--- config.mk ---
export PLATFORM = sky130hd
export DESIGN_NAME = imm_gen_pipe
export DESIGN_NICKNAME = d
export VERILOG_FILES = /design/src/rtl/imm_pkg.sv /design/src/rtl/imm_ext.sv /design/src/rtl/imm_gen_pipe.sv
export SDC_FILE = /design/constraint.sdc
export NUM_CORES = 1
export LEC_CHECK = 0
export CAP_MARGIN = 20
export CORE_ASPECT_RATIO = 1.1
export CORE_MARGIN = 4
export CORE_UTILIZATION = 56
export CTS_BUF_LIST = sky130_fd_sc_hd__clkbuf_8
export DETAILED_ROUTE_END_ITERATION = 8
export GPL_TIMING_DRIVEN = 0
export PLACE_DENSITY_LB_ADDON = 0.1
export SETUP_SLACK_MARGIN = 0.02
export SLEW_MARGIN = 40
export SYNTH_ARGS = -nofsm -noshare
export SYNTH_HDL_FRONTEND = slang
export SYNTH_SLANG_ARGS = --single-unit
--- constraint.sdc ---
create_clock -name clk -period 2.7 [get_ports clk]
set_input_delay 0.27 -clock clk [delete_from_list [all_inputs] [get_ports clk]]
set_output_delay 0.27 -clock clk [all_outputs]
set_load 0.01 [all_outputs]
--- src/rtl/imm_pkg.sv ---
// rtl/imm_pkg.sv - shared types for the registered immediate generator
package imm_pkg;

    localparam int IMM_SRC_W = 3;

    // Immediate format selector as carried by decode; 3'b101/3'b110 are unassigned.
    typedef enum logic [IMM_SRC_W-1:0] {
        IMM_I   = 3'b000,
        IMM_S   = 3'b001,
        IMM_B   = 3'b010,
        IMM_J   = 3'b011,
        IMM_U   = 3'b100,
        IMM_CSR = 3'b111
    } imm_src_e;

    // Occupancy of the two-entry skid buffer.
    typedef enum logic [1:0] {
        EMPTY = 2'b00,
        ONE   = 2'b01,
        TWO   = 2'b10
    } skid_state_e;

endpackage

--- src/rtl/imm_ext.sv ---
// rtl/imm_ext.sv - combinational RV immediate extender
//
// Ports:
//   instr    in   32         full instruction word
//   imm_src  in   IMM_SRC_W  format selector (imm_src_e encoding)
//   imm      out  XLEN       extended immediate (0 for unassigned selectors)
module imm_ext
    import imm_pkg::*;
#(
    parameter int XLEN = 32
) (
    input  logic [31:0]           instr,
    input  logic [IMM_SRC_W-1:0]  imm_src,
    output logic [XLEN-1:0]       imm
);

    logic        s;
    logic [31:0] imm32;
    logic        unused_opcode;

    assign s             = instr[31];
    assign unused_opcode = ^instr[6:0];

    // Every format is first formed as a 32-bit value whose bit 31 is the
    // correct extension bit (zero for CSR zimm and reserved codes), so the
    // widening to XLEN below is a uniform replication of bit 31.
    always_comb begin
        imm32 = 32'h0;
        case (imm_src_e'(imm_src))
            IMM_I:   imm32 = {{20{s}}, instr[31:20]};
            IMM_S:   imm32 = {{20{s}}, instr[31:25], instr[11:7]};
            IMM_B:   imm32 = {{19{s}}, s, instr[7], instr[30:25], instr[11:8], 1'b0};
            IMM_J:   imm32 = {{11{s}}, s, instr[19:12], instr[20], instr[30:21], 1'b0};
            IMM_U:   imm32 = {instr[31:12], 12'h000};
            IMM_CSR: imm32 = {27'h0, instr[19:15]};
            default: imm32 = 32'h0;
        endcase
    end

    assign imm = {{(XLEN-31){imm32[31]}}, imm32[30:0]};

endmodule

--- src/rtl/imm_gen_pipe.sv ---
// rtl/imm_gen_pipe.sv - registered immediate generator with 2-entry skid buffer
//
// Optional feature macro: IMM_CHECK_EN (per-entry flag for reserved imm_src codes).
//
// Ports:
//   clk, rst_n              clock, asynchronous active-low reset
//   flush                   synchronous drop of all buffered entries
//   in_valid/in_ready       upstream handshake (in_ready is a flop)
//   instr, imm_src, in_tag  instruction word, format selector, sideband tag
//   out_valid/out_ready     downstream handshake
//   imm, out_tag            extended immediate and its aligned tag
//   imm_err                 reserved-format flag travelling with the entry
module imm_gen_pipe
    import imm_pkg::*;
#(
    parameter int XLEN  = 32,
    parameter int TAG_W = 5
) (
    input  logic                  clk,
    input  logic                  rst_n,
    input  logic                  flush,
    input  logic                  in_valid,
    output logic                  in_ready,
    input  logic [31:0]           instr,
    input  logic [IMM_SRC_W-1:0]  imm_src,
    input  logic [TAG_W-1:0]      in_tag,
    output logic                  out_valid,
    input  logic                  out_ready,
    output logic [XLEN-1:0]       imm,
    output logic [TAG_W-1:0]      out_tag,
    output logic                  imm_err
);

    logic [XLEN-1:0]  ext_imm;
    skid_state_e      state, state_nxt;
    logic             in_ready_q;
    logic             accept, drain;
    logic             load_head_in, load_head_skid, load_skid;

    // Head entry drives the outputs directly; the skid entry holds the
    // second item while downstream stalls.
    logic [XLEN-1:0]  head_imm, skid_imm;
    logic [TAG_W-1:0] head_tag, skid_tag;

    imm_ext #(.XLEN(XLEN)) u_ext (
        .instr   (instr),
        .imm_src (imm_src),
        .imm     (ext_imm)
    );

    assign in_ready  = in_ready_q;
    assign out_valid = (state != EMPTY);
    assign accept    = in_valid & in_ready_q;
    assign drain     = out_valid & out_ready;
    assign imm       = head_imm;
    assign out_tag   = head_tag;

    always_comb begin
        state_nxt      = state;
        load_head_in   = 1'b0;
        load_head_skid = 1'b0;
        load_skid      = 1'b0;
        if (flush) begin
            state_nxt = EMPTY;
        end else begin
            case (state)
                EMPTY: begin
                    if (accept) begin
                        load_head_in = 1'b1;
                        state_nxt    = ONE;
                    end
                end
                ONE: begin
                    if (accept && drain) begin
                        load_head_in = 1'b1;
                    end else if (accept) begin
                        load_skid = 1'b1;
                        state_nxt = TWO;
                    end else if (drain) begin
                        state_nxt = EMPTY;
                    end
                end
                TWO: begin
                    // in_ready is low here, so nothing can be accepted.
                    if (drain) begin
                        load_head_skid = 1'b1;
                        state_nxt      = ONE;
                    end
                end
                default: state_nxt = EMPTY;
            endcase
        end
    end

    always_ff @(posedge clk or negedge rst_n) begin
        if (!rst_n) begin
            state      <= EMPTY;
            in_ready_q <= 1'b0;
        end else begin
            state      <= state_nxt;
            in_ready_q <= (state_nxt != TWO);
        end
    end

    always_ff @(posedge clk or negedge rst_n) begin
        if (!rst_n) begin
            head_imm <= '0;
            head_tag <= '0;
            skid_imm <= '0;
            skid_tag <= '0;
        end else begin
            if (load_head_in) begin
                head_imm <= ext_imm;
                head_tag <= in_tag;
            end else if (load_head_skid) begin
                head_imm <= skid_imm;
                head_tag <= skid_tag;
            end
            if (load_skid) begin
                skid_imm <= ext_imm;
                skid_tag <= in_tag;
            end
        end
    end

`ifdef IMM_CHECK_EN
    logic ext_err;
    logic head_err, skid_err;

    assign ext_err = (imm_src == 3'b101) || (imm_src == 3'b110);
    assign imm_err = head_err;

    always_ff @(posedge clk or negedge rst_n) begin
        if (!rst_n) begin
            head_err <= 1'b0;
            skid_err <= 1'b0;
        end else begin
            if (load_head_in) begin
                head_err <= ext_err;
            end else if (load_head_skid) begin
                head_err <= skid_err;
            end
            if (load_skid) begin
                skid_err <= ext_err;
            end
        end
    end
`else
    assign imm_err = 1'b0;
`endif

endmodule
; ---- After elaboration in Yosys (flattened, before gate mapping)
; Index checks and enable logic that the tools add are counted.
[totals]
reg_bits = 77
latch_bits = 0
mem_bits_rw = 0
mem_bits_ro = 0
inputBits = 45
output_inout_bits = 40
elab_cells = 43
memories = 0
[op_classes]
add_sub_neg = 0
n_mul = 0
n_div = 0
order_cmp = 0
eq_ne = 8
shift = 0
mux = 22
bitwise_logic = 2
n_reduce_logical = 5
[ops]
columns = op, n
row1 = 32-bit case mux with 6 select lines, 1
row2 = 32-bit 2-to-1 mux, 2
row3 = 2-bit 2-to-1 mux, 6
row4 = 5-bit 2-to-1 mux, 2
row5 = 1-bit 2-to-1 mux, 9
row6 = "3-bit by 2-bit equality test with 1-bit output, second input constant", 2
row7 = "3-bit equality test, second input constant", 2
row8 = 2-bit case mux with 3 select lines, 1
row9 = 2-bit nonzero test, 2
row10 = "3-bit by 1-bit equality test with 1-bit output, second input constant", 1
row11 = 3-bit logical NOT, 1
row12 = 1-bit AND, 2
row13 = "2-bit by 1-bit equality test with 1-bit output, second input constant", 1
row14 = "2-bit equality test, second input constant", 1
row15 = 2-bit logical NOT, 1
row16 = "2-bit != test, second input constant", 1
row17 = 1-bit case mux with 2 select lines, 1
row18 = 1-bit logical AND, 1

; ---- Logic depth before layout (Yosys ltp)
[logic_depth]
ltp_word = 8
depth_mapped = 7
ltp_nobuf = 4

; ---- Modules after synthesis
; From an unflattened synthesis, not the netlist that was laid out.
[unflattened]
hier_cells = 339
hier_area_um2 = 3784.9
[by_module_without_submodules]
columns = mod, instances, cells_each, area_per_inst_um2, seq_area_each_um2
row1 = imm_gen_pipe, 1, 260, 3268.1, 1926.8
row2 = imm_ext, 1, 79, 516.7, 0.0

; ---- Least setup slack after synthesis
; Ideal clock, no wire load.
[synth_timing]
path_kind = register to register
startpoint = register in_ready_q (netlist: in_ready)
endpoint = register head_imm[10] (netlist: imm[10])
setup_time_ps = 126
arrival_ps = 1397
t_required_ps = 2574
slack_ps = 1177
path_stages_with_launch = 6
path_buffers = 1
period_less_slack_ps = 1523
path_cell_list = dfrtp_1 -> nand2_1 -> nor4_4 -> nor2_2 -> buf_2 -> a221o_1
[synth_via]
elab_chain_cells = 6
word_cells_on_any_way = 8
classes_between = 5 x mux / 1 x bitwise / 2 x reduce/logical
[synth_lines]
columns = item, line
row1 = "start, declared", imm_gen_pipe.sv:36  ; logic in_ready_q;
row2 = "start signal, assigned", imm_gen_pipe.sv:101  ; in_ready_q <= (state_nxt != TWO);
row3 = 1-bit AND *, imm_gen_pipe.sv:53  ; assign accept = in_valid & in_ready_q;
row4 = 1-bit logical AND, imm_gen_pipe.sv:74  ; if (accept && drain) begin
row5 = 1-bit 2-to-1 mux, imm_gen_pipe.sv:74
row6 = 1-bit case mux with 2 select lines *, imm_gen_pipe.sv:66  ; case (state)
row7 = 1-bit 2-to-1 mux *, imm_gen_pipe.sv:63  ; if (flush) begin
row8 = 32-bit 2-to-1 mux / 2-bit nonzero test (equally long branches), --
row9 = "end signal, assigned", imm_gen_pipe.sv:113  ; head_imm <= ext_imm;
row10 = "end signal, assigned", imm_gen_pipe.sv:116  ; head_imm <= skid_imm;
row11 = "end, declared", imm_gen_pipe.sv:42  ; logic [XLEN-1:0] head_imm, skid_imm;
; Every way passes the cells marked *; elsewhere a longest branch is shown, timed or not.
; A chain may end at the register's enable or synchronous reset.

; ---- Final worst setup path
[layout_timing]
startpoint = register state[1]
endpoint = output port out_valid
[layout_via]
elab_chain_cells = 1
[layout_lines]
columns = item, line
row1 = "start, declared", imm_gen_pipe.sv:35  ; skid_state_e state, state_nxt;
row2 = "start signal, assigned", imm_gen_pipe.sv:100  ; state <= state_nxt;
row3 = 2-bit nonzero test, imm_gen_pipe.sv:52  ; assign out_valid = (state != EMPTY);
row4 = "end, declared", imm_gen_pipe.sv:27  ; output logic out_valid,
; Every way passes these cells.

==> impl_metrics.csv <==
group,metric,value,unit
run_status,status,"completed",
floorplan,start_util,58.3,%
worst_setup_path,timing.rr.start,"state[0]",
worst_setup_path,reg2reg_depth,5,
global_routing,grt_usage,24.6,%
cells_and_area,stdcell_area,4720,um2
synth,syn_area_per_cell,10.5,um2
sta,rsz0062_at_grt,"false",
synth,synth_nets,392,
worst_setup_path,r2r_end,"skid_imm[19]",
global_routing,grt_overflow,0,
sta,drv_slew,0,
worst_hold_path,hold_path_class,"in2async",
floorplan,die_width,84.8,um
place,numPortBuffers,74,
place,place.gp.congestion,0.824,
worst_setup_path,path_class,"reg2out",
synth,yosysTopAreaCell,"dfrtp_1",
detailed_routing,drtAntennaViolNets,0,
clocking,clkSinkCount,77,
power,irDropWorstVdd,0.434,mV
synth,yosysUniqueCellTypes,39,
clocking,cts_max_path_buffers,2,
detailed_routing,dr_total_vias,3035,
sta,fin_crit_sh,70.0,%
synth,synth-seq-cells,77,
clocking,clock_latency,0.35,ns
synth,synthArstFlopShare,100,%
floorplan,pin_count,85,
worst_setup_path,start_kind,"register",
detailed_routing,via_per_inst,5.85,
power,powerDensity,666,nW/um2
synth,syn_area,3630,um2
sta,skew,0.0122,ns
sta,tightest_slew,0.566,ns
cells_and_area,fin_nets,479,
synth,yosysSeqAreaShare,53.0,%
clocking,clk_pin_slew,0.09,ns
sta,setup_viol,0,
clocking,htree_levels,3,
place,post_dp_cell_area,4500,um2
sta,relSlewSlack,62.1,%
sta,hold_viol,0,
place,preCtsSetupSlack,0.613,ns
worst_setup_path,crit_path_start,"state[1]",
detailed_routing,wire_per_inst,18.2,um
global_routing,grt_pass1_wl,15.1,mm
floorplan,die_h,92.5,um
job,cap_viol_max_count,0,
floorplan,die-area,7840,um2
sta,setup_slack,0.810,ns
clocking,root_buffer,"clkbuf_8",
cells_and_area,diodes,0,
synth,synth.area.top_cells,"dfrtp_1 (53%), a221o_1 (6.6%), nand2_1 (4.4%)",
clocking,postCtsSetupBuffers,0,
global_routing,grt_pass1_vias,2971,
clocking,numCtsBuffers,9,
sta,clock.fmax,529,MHz
synth,synth_top_area_share,53.0,%
detailed_routing,drt_pass1_iterations,5,
cells_and_area,area_delta_synth_final,29.8,%
global_routing,grt_max_degree,57,
floorplan,rows,30,
floorplan,core,6230,um2
worst_setup_path,path_max_fanout,9,
clocking,cts_tree,"built",
synth,synthCells,347,
place,dp_hpwl,6.90,mm
synth,synth_edf_count,0,
worst_setup_path,cp.required,2.43,ns
synth,ys_warn_count,0,
worst_setup_path,r2r_slack,1.02,ns
worst_setup_path,end_kind,"output port",
sta,setup_tns,0,ns
synth,ys.flop_type,"dfrtp_1",
detailed_routing,drtIter0Drc,215,
detailed_routing,drc,0,
synth,synthTopCellsByCount,"dfrtp_1 (77), nand2_1 (43), o21ai_0 (31), a21oi_1 (26), a221o_1 (24)",
synth,synth_most_common_cell,"dfrtp_1",
power,p_leak,2.06,nW
global_routing,grt_antenna_before_repair,0,
detailed_routing,routed_wl,9.45,mm
cells_and_area,drive_above_1_share,13.0,%
sta,period_minus_slack,1.89,ns
worst_setup_path,cp.arrival,1.62,ns
cell type report:
type / count / area [um2]
Sequential cell: 77 / 1930
Fill cell: 450 / 1510
Multi-Input combinational cell: 226 / 1470
Timing Repair Buffer: 76 / 779
Buffer: 29 / 183
Clock buffer: 9 / 124
Tap cell: 80 / 100
Clock inverter: 7 / 80.1
Inverter: 15 / 56.3
how the worst max path moves through the flow:
stage | end | cells past startpoint | slack, ns
6_report | out_valid | 3 | 0.81
5_1_grt | out_valid | 3 | 0.76
4_1_cts | out_valid | 3 | 0.79
3_5_place_dp | imm[23] | 7 | 0.61
3_3_place_gp | out_tag[1] | 1 | -1.26
2_1_floorplan | imm[10] | 5 | 1.18
power by group:
part | total (mW) | internal, mW | switching (mW)
Clock | 0.899 | 0.440 | 0.459
Combinational | 0.732 | 0.402 | 0.330
Sequential | 1.51 | 1.38 | 0.128
metal layers:
layer  share of wire [%]  GRT usage (%)  routed length, um  up-vias
met5                   0              0                  0        -
met4                 1.6           8.71                154        0
met1                  43           33.4               4080     1480
met2                  48           39.2               4560      132
met3                 6.9           5.25                652       16
li1                    -              -                  -     1407
metrics by stage:
step	std cells	power, mW	hold slack [ns]	util, %
2_1_floorplan	347	1.86	-0.0256	-
3_3_place_gp	501	2.22	0.452	71.8
3_5_place_dp	502	2.26	0.132	72.3
4_1_cts	519	3.15	0.324	75.7
5_1_grt	519	3.30	0.322	75.7
6_report	519	3.14	0.328	75.7
cells by family after synthesis:
family                 after synthesis  synth area share, %
flip-flops                          77                 53.0
multiplexers                        17                 5.06
other                                1                0.103
XOR/XNOR                             1                0.448
buffers and inverters               44                 6.58
AO/OA/AOI/OAI                      114                 21.8
AND/OR/NAND/NOR                     93                 13.0
state kept, by name (all words and copies together) (netlist names):
| signal | cells |
|---|---|
| skid_imm | 32 |
| imm | 32 |
| in_ready | 1 |
| state | 2 |
| out_tag | 5 |
| skid_tag | 5 |
placed cells by master (no fill, tap or decap), drive strengths merged:
master / netlist / routed
nor2: 20 / 20
mux2: 11 / 11
o21ai: 37 / 37
dfrtp: 77 / 77
a21oi: 26 / 26
and2: 12 / 12
a221o: 24 / 24
conb: 1 / 1
a22oi: 6 / 6
bufinv: 0 / 1
o22a: 9 / 9
nor4: 1 / 1
nand2b: 6 / 6
clkinvlp: 0 / 2
clkdlybuf4s50: 0 / 73
o21a: 2 / 2
nor2b: 4 / 4
buf: 22 / 24
inv: 15 / 19
mux2i: 6 / 6
nand4: 1 / 1
xor2: 1 / 1
clkbuf: 7 / 16
or4: 1 / 1
nor3b: 1 / 1
o221ai: 8 / 8
a211oi: 1 / 1
or2: 2 / 2
and3: 2 / 2
a31oi: 1 / 1
dlygate4sd3: 0 / 1
nand2: 43 / 43
critical path: stages, from the launching register on:
cell and delay, ns:
dfrtp_1 0.38, buf_6 0.14, or2_2 0.28, clkdlybuf4s50_1 0.48
timing repair:
item | 4_1_cts | 5_1_grt
resized for setup | 0 | 0
hold endpoints to repair | 21 | 0
hold buffers | 1 | 0
No activity file was read; power rests on OpenSTA's default activity.
